<file path="src/rtl/psm_wmask_scheduler.sv">
// Write-mask / FIFO-pop / address sequencer for the PSM write-data manager.
// Optional stall counter (o_stall_cnt) is built when PSM_WSCHED_PERF_EN is defined.
module psm_wmask_scheduler #(
  parameter int Y       = 3,
  parameter int SRAMC_N = 2,
  parameter int WOFS_W  = 3,
  parameter int CNT_W   = 16,
  parameter int ADDR_W  = 10
) (
  input  logic                i_clk,
  input  logic                i_rstn,
  input  logic                i_start,
  input  logic [CNT_W-1:0]    i_n_elems,
  input  logic [WOFS_W-1:0]   i_wofs_init,
  input  logic [ADDR_W-1:0]   i_base_addr,
  input  logic                i_feeder_en,
  input  logic                i_fifo_empty,
  output logic [0:SRAMC_N-1]  o_mask,
  output logic                o_fifo_pop,
  output logic                o_clearbuff,
  output logic [ADDR_W-1:0]   o_sram_addr,
  output logic                o_busy,
  output logic                o_done
`ifdef PSM_WSCHED_PERF_EN
  ,
  output logic [31:0]         o_stall_cnt
`endif
);

  localparam int USED_W = $clog2(Y + 1);

  localparam logic [1:0] S_IDLE  = 2'd0;
  localparam logic [1:0] S_ISSUE = 2'd1;
  localparam logic [1:0] S_DRAIN = 2'd2;

  logic [1:0]        state;
  logic [CNT_W-1:0]  remaining;
  logic [WOFS_W-1:0] lane;
  logic [USED_W-1:0] used;
  logic [ADDR_W-1:0] addr;
  logic [ADDR_W-1:0] addr_s1;
  logic              drain_cnt;

  logic              issue;
  logic              start_ok;
  logic [CNT_W-1:0]  room_y;
  logic [CNT_W-1:0]  room_w;
  logic [CNT_W-1:0]  n_take;
  logic [CNT_W-1:0]  lane_end;
  logic [CNT_W-1:0]  used_next;
  logic              last_beat;
  logic              lane_wrap;

  assign issue    = (state == S_ISSUE) && i_feeder_en && !i_fifo_empty;
  assign start_ok = (state == S_IDLE) && i_start;
  assign o_busy   = (state != S_IDLE);

  // Beat size is bounded by what is left in the FIFO word, the SRAM word and the transfer.
  always_comb begin
    room_y = CNT_W'(Y) - CNT_W'(used);
    room_w = CNT_W'(SRAMC_N) - CNT_W'(lane);
    n_take = room_y;
    if (room_w < n_take)    n_take = room_w;
    if (remaining < n_take) n_take = remaining;
    lane_end  = CNT_W'(lane) + n_take;
    used_next = CNT_W'(used) + n_take;
    last_beat = (remaining == n_take);
    lane_wrap = (lane_end == CNT_W'(SRAMC_N));
  end

  // NOTE: every variable driven here gets a default first, so no latch can be inferred.
  always_comb begin
    o_mask = '0;
    for (int i = 0; i < SRAMC_N; i++) begin
      o_mask[i] = issue && (CNT_W'(i) >= CNT_W'(lane)) && (CNT_W'(i) < lane_end);
    end
    o_fifo_pop = issue && ((used_next == CNT_W'(Y)) || last_beat);
  end

  // NOTE: state registers use non-blocking assignments so all updates see pre-edge values.
  always_ff @(posedge i_clk or negedge i_rstn) begin
    if (!i_rstn) begin
      state       <= S_IDLE;
      remaining   <= '0;
      lane        <= '0;
      used        <= '0;
      addr        <= '0;
      drain_cnt   <= 1'b0;
      o_clearbuff <= 1'b0;
      o_done      <= 1'b0;
    end else begin
      o_clearbuff <= 1'b0;
      o_done      <= 1'b0;
      case (state)
        S_IDLE: begin
          if (i_start) begin
            remaining   <= i_n_elems;
            lane        <= (i_wofs_init >= WOFS_W'(SRAMC_N)) ? '0 : i_wofs_init;
            addr        <= i_base_addr;
            used        <= '0;
            drain_cnt   <= 1'b0;
            o_clearbuff <= 1'b1;
            state       <= (i_n_elems == '0) ? S_DRAIN : S_ISSUE;
          end
        end
        S_ISSUE: begin
          if (issue) begin
            remaining <= remaining - n_take;
            used      <= o_fifo_pop ? '0 : USED_W'(used_next);
            lane      <= lane_wrap ? '0 : WOFS_W'(lane_end);
            if (lane_wrap) addr <= addr + 1'b1;
            if (last_beat) state <= S_DRAIN;
          end
        end
        S_DRAIN: begin
          if (i_feeder_en) begin
            if (drain_cnt) begin
              drain_cnt <= 1'b0;
              o_done    <= 1'b1;
              state     <= S_IDLE;
            end else begin
              drain_cnt <= 1'b1;
            end
          end
        end
        default: state <= S_IDLE;
      endcase
    end
  end

  // Two enabled stages line the address up with the manager's registered mask.
  always_ff @(posedge i_clk or negedge i_rstn) begin
    if (!i_rstn) begin
      addr_s1     <= '0;
      o_sram_addr <= '0;
    end else if (i_feeder_en) begin
      addr_s1     <= addr;
      o_sram_addr <= addr_s1;
    end
  end

`ifdef PSM_WSCHED_PERF_EN
  always_ff @(posedge i_clk or negedge i_rstn) begin
    if (!i_rstn) begin
      o_stall_cnt <= '0;
    end else if (start_ok) begin
      o_stall_cnt <= '0;
    end else if ((state == S_ISSUE) && !issue && !(&o_stall_cnt)) begin
      o_stall_cnt <= o_stall_cnt + 32'd1;
    end
  end
`else
  logic unused_start_ok;
  assign unused_start_ok = start_ok;
`endif

endmodule

</file>
<file path="config.mk">
export PLATFORM = sky130hd
export DESIGN_NAME = psm_wmask_scheduler
export DESIGN_NICKNAME = d
export VERILOG_FILES = /design/src/rtl/psm_wmask_scheduler.sv
export SDC_FILE = /design/constraint.sdc
export NUM_CORES = 1
export LEC_CHECK = 0
export CORE_MARGIN = 2
export CORE_UTILIZATION = 50
export CTS_BUF_LIST = sky130_fd_sc_hd__clkbuf_2 sky130_fd_sc_hd__clkbuf_4 sky130_fd_sc_hd__clkbuf_8
export DETAILED_ROUTE_END_ITERATION = 10
export PLACE_DENSITY = 0.74
export SYNTH_ARGS = -nofsm -noshare
export SYNTH_HDL_FRONTEND = slang
export SYNTH_SLANG_ARGS = --single-unit
</file>
<file path="constraint.sdc">
create_clock -name i_clk -period 6.7 [get_ports i_clk]
set_clock_uncertainty 0.15 [all_clocks]
set_input_delay 1.005 -clock i_clk [delete_from_list [all_inputs] [get_ports i_clk]]
set_output_delay 1.005 -clock i_clk [all_outputs]
set_load 0.1 [all_outputs]
</file>
After elaboration in Yosys (flattened, before gate mapping)

Cells that the tools add are included.

Input port bits: 34
Register bits: 56

$add $sub $neg: 6
Equal/unequal tests: 11
$lt $le $gt $ge: 7
Reductions and logical operators: 18
Mux-type cells: 34

Operators by type and width:

| kind                                                                    | count |
|---|---|
| 16-bit 2-to-1 mux                                                       | 4 |
| 16-bit by 2-bit equality test with 1-bit output (second input constant) | 2 |
| 1-bit by 16-bit < comparator with 1-bit output (first input constant)   | 2 |
| 16-bit < comparator                                                     | 2 |
| 16-bit case mux with 2 select lines                                     | 1 |
| 10-bit 2-to-1 mux                                                       | 3 |
| 10-bit case mux with 2 select lines                                     | 1 |
| 2-bit 2-to-1 mux                                                        | 9 |
| 2-bit by 16-bit adder with 16-bit output                                | 1 |
| 3-bit by 16-bit adder with 16-bit output                                | 1 |
| 16-bit equality test                                                    | 1 |
| 16-bit zero test                                                        | 1 |
| 16-bit subtractor                                                       | 1 |
| 3-bit 2-to-1 mux                                                        | 4 |
| 2-bit != test (second input constant)                                   | 6 |
| 10-bit by 1-bit adder with 10-bit output (second input constant)        | 1 |
| 1-bit 2-to-1 mux                                                        | 8 |
| 1-bit logical AND                                                       | 7 |
| 1-bit by 3-bit >= comparator with 1-bit output (first input constant)   | 2 |
| 2-bit case mux with 3 select lines                                      | 1 |
| 3-bit case mux with 2 select lines                                      | 1 |
| 3-bit AND reduction                                                     | 2 |
| 2-bit nonzero test                                                      | 3 |
| 5-bit AND reduction                                                     | 1 |
| other kinds (11)                                                        | 11 |

Depth between registers and ports, before layout

Depth after elaboration: 12
Gate-level depth with buffers: 24
Depth with buffers taken out: 22

Worst setup path after synthesis

No wires, ideal clock.

Path kind: reg-to-output
Start point: register lane[1]
End point: output port o_mask[0] (netlist name)
Cell stages (with the launch flop): 21
Arrival: 8,338 ps
Path slack: -2,793 ps
Path buffers: 1
Required time: 5,545 ps
Cell sequence: dfrtp_1 -> inv_1 -> ha_1 -> inv_1 -> ha_1 -> or3_1 -> o21ai_0 -> o31a_1 -> inv_1 -> ha_1 -> nor4_1 -> and4_1 -> buf_2 -> mux2i_1 -> ha_1 -> inv_1 -> fa_1 -> nor2b_1 -> a21oi_1 -> nor3_1 -> a2111oi_0

Word-level cells in the longest chain between the ends: 8
Elaborated cells on any way between the ends: 10
Classes of those cells: add/sub: 2; order compare: 4; mux: 2; reduce/logical: 2

Ends and longest elaborated chain:

| what                                           | line | RTL |
|---|---|---|
| start: declaration                             | 38   | `logic [WOFS_W-1:0] lane;` |
| start signal: assignment                       | 98   | `lane <= (i_wofs_init >= WOFS_W'(SRAMC_N)) ? '0 : i_wofs_init;` |
| start signal: assignment                       | 110  | `lane <= lane_wrap ? '0 : WOFS_W'(lane_end);` |
| 2-bit by 3-bit subtractor with 4-bit output    | 61   | `room_w = CNT_W'(SRAMC_N) - CNT_W'(lane);` |
| 16-bit < comparator                            | 63   | `if (room_w < n_take) n_take = room_w;` |
| 16-bit 2-to-1 mux                              | 63   |  |
| 16-bit < comparator                            | 64   | `if (remaining < n_take) n_take = remaining;` |
| 16-bit 2-to-1 mux                              | 64   |  |
| 3-bit by 16-bit adder with 16-bit output       | 65   | `lane_end = CNT_W'(lane) + n_take;` |
| 1-bit by 16-bit < comparator with 1-bit output | 75   | `o_mask[i] = issue && (CNT_W'(i) >= CNT_W'(lane)) && (CNT_W'(i) < lane_end);` |
| 1-bit logical AND (*)                          | 75   |  |
| end: declaration                               | 18   | `output logic [0:SRAMC_N-1] o_mask,` |

Every way passes the cells marked *; elsewhere a longest branch is shown, timed or not.

Worst setup path after layout

Start point: register lane[1]
End point: output port o_mask[1] (netlist name)

Same word-level chain as after synthesis.

==> results.json <==
{
  "dp.final_hpwl_um": 6270,
  "grt_util_all_layers_pct": 22.0,
  "clk_pin_slew_ns": 0.11,
  "cts_resized": 0,
  "netlist_area_mm2": 0.00364,
  "yosys_register_bits": 56,
  "vdd.ir_drop.worst_mv": 0.236,
  "grt_pass1_vias": 2947,
  "synth_async_reset_ratio_pct": 100,
  "post_cts.repair.setup_buffers": 0,
  "setup_viol": 0,
  "antenna_cells_inserted": 0,
  "start_util_pct": 51.0,
  "seqCellArea_mm2": 0.00140,
  "number_of_drc_violations_after_detailed_routing": 0,
  "die_area_mm2": 0.00798,
  "ios": 50,
  "worst_setup_path_end_kind": "primary output",
  "synthDominantAreaCellType": "dfrtp_1",
  "dr.first_iter.drc_count": 207,
  "numClockSinks": 56,
  "drt_pre_antenna_iters": 5,
  "layout.cells.most_common": "dfrtp_1",
  "clock_tree.buffer_depth": 2,
  "final_clock_period_utilization_by_the_worst_path_pct": 93.8,
  "slew_at_the_pin_closest_to_its_max_slew_limit_ns": 1.05,
  "avgSynthCellArea_um2": 9.31,
  "via_per_inst": 5.76,
  "cts-root-buf": "clkbuf_8",
  "final.setup.tns_ns": 0,
  "pre_cts_slack_ns": 0.700,
  "grt_setup_unrepaired": "false",
  "commonest_cells_after_routing_fill_and_taps_aside": "55 x dfrtp_1, 45 x clkdlybuf4s50_1, 40 x a21oi_1",
  "drt.antenna.violating_nets": 0,
  "crit_required_ns": 5.54,
  "antenna_found_initial": 0,
  "placement.io_buffers": 49,
  "layout-area-overhead-vs-synth_pct": 21.1,
  "detail_route.wl_per_cell_um": 15.6,
  "status": "complete, no violations",
  "layout.nets": 507,
  "finalMaxSlewViolations": 0,
  "synth-seq-area-share_pct": 38.5,
  "die_height_um": 89.3,
  "layout_setup_ws_ns": 0.413,
  "wire_length_of_the_first_global_routing_pass_um": 13800,
  "setup.worst_path.start_class": "flop",
  "number_of_standard_cells_in_the_final_layout_excluding_fillers": 546,
  "leakagePower_uw": 0.00187,
  "core_area_mm2": 0.00714,
  "power.density_cell_area_mw_per_mm2": 521,
  "rows": 31,
  "grt-ovfl-total": 0,
  "layout-drive-gt1-share_pct": 11.2,
  "post-synth-top-area-fraction_pct": 38.5,
  "tritoncts": "yes",
  "post_synth_main_area_contributors": "dfrtp_1 39%, ha_1 8.3%, mux2_2 6.5%",
  "timing.fmax_mhz": 159,
  "timing.final.hold_violations": 0,
  "post_synth_inst_count": 391,
  "grt_start_max_net_pins": 57,
  "routed_wl_um": 8510,
  "multi_input_area_mm2": 0.00221,
  "p_total_uw": 2290,
  "final_cell_area_mm2": 0.00441,
  "hold_wc_path_type": "reg -> reg",
  "dieWidth_um": 89.3,
  "yosysUniqueCellTypes": 61,
  "via_count": 3143,
  "path_class": "reg -> out",
  "slew_headroom_pct": 29.6,
  "cts_hold_repair.buffers": 0,
  "placed_area_mm2": 0.00427,
  "path_max_fanout": 6,
  "maxcap_viol_count": 0,
  "synth_warnings": 0,
  "synth_enable_flop_cells": 0,
  "final.min_clock_period_ns": 6.29,
  "gp_congestion": 0.841,
  "clock_insertion_delay_worst_skew_ns": 0.31,
  "synth-main-ff-cell": "dfrtp_1",
  "cts_buffers": 5,
  "nFillCells": 624,
  "clock_tree.htree_level_count": 2,
  "cp_data_arrival_time_ns": 5.13,
  "numPlacedInstances": 538
}
-- final timing paths --
| kind | depth (start not counted) | startpoint | slack, ns | endpoint |
|---|---|---|---|---|
| max | 20 | lane[1] | 0.41 | o_mask[1] |
| min | 1 | addr_s1[6] | 0.36 | o_sram_addr[6] |
| max reg2reg | 21 | lane[1] | 1.36 | addr[3] |
| min reg2reg | 1 | addr_s1[6] | 0.36 | o_sram_addr[6] |
| max in group asynchronous | 2 | i_rstn | 5.21 | lane[1] |
| min in group asynchronous | 2 | i_rstn | 0.67 | remaining[4] |
-- critical path, stage by stage, from the launching register on --
cell       delay [ns]
dfrtp_2          0.46
inv_1            0.12
ha_1             0.28
inv_1            0.05
ha_1             0.17
or3_1            0.37
o21ai_0          0.21
o31a_1           0.19
inv_1            0.07
ha_1             0.18
nor4_1           0.26
and4_1           0.36
mux2i_2          0.32
ha_1             0.21
inv_1            0.05
fa_1             0.37
nor2b_1          0.15
a21oi_1          0.22
nor2_1           0.11
a2111oi_4        0.39
buf_6            0.28
-- report_power, final --
group / switching, uW / internal, uW
Sequential: 136 / 491
Combinational: 899 / 537
Clock: 114 / 117
-- synthesized netlist by cell type, types with 5 or more instances --
library cell and count:
o21ai_0 28, dfrtp_1 56, and3_1 7, nand4_1 5, nand2_1 30, nor4_1 8
nor2_1 28, buf_2 6, nand2b_1 7, a31oi_1 5, inv_1 13, a21oi_1 40
ha_1 24, nor3_1 9, nand3_1 9, mux2_2 21, xnor2_1 6, clkbuf_1 7
nor2b_1 6
-- per-stage QoR --
stage               utilization, %  hold WS, ns
CTS                           61.5        0.365
floorplan                        -        0.319
global placement              59.9        0.334
finish                        61.7        0.362
detailed placement            59.9        0.341
global route                  61.7        0.378
-- registers in the layout (all words and copies together) (netlist names), 2 cells and up --
register / cells
addr_s1: 10
o_sram_addr: 10
lane: 3
state: 2
used: 2
remaining: 16
addr: 10
-- area by class of cell --
cell class	count	area share, %
Clock buffer	6	1.73
Inverter	13	1.11
Sequential cell	56	31.8
Tap cell	99	2.81
Multi-Input combinational cell	318	50.1
Clock inverter	2	0.880
Timing Repair Buffer	52	11.5
-- cells by family (layout without fill, tap and decap cells) --
| group | Yosys count | count (layout) | synth area share [%] |
|---|---|---|---|
| compound gates | 114 | 114 | 19.4 |
| simple gates | 131 | 131 | 19.3 |
| fa+ha+maj | 27 | 27 | 9.90 |
| other cells | 2 | 14 | 0.206 |
| buf+inv | 29 | 73 | 3.40 |
| xor+xnor | 7 | 7 | 1.68 |
| mux | 25 | 25 | 7.60 |
| flops | 56 | 56 | 38.5 |
-- per-layer routing --
metal / GRT usage [%] / routed length [um] / vias up
met5: 0 / 0 / -
met1: 31.3 / 4090 / 1513
li1: - / - / 1551
met4: 3.93 / 78 / 0
met3: 2.95 / 325 / 7
met2: 36.5 / 4020 / 72
Power figures use the tool's default switching activity.
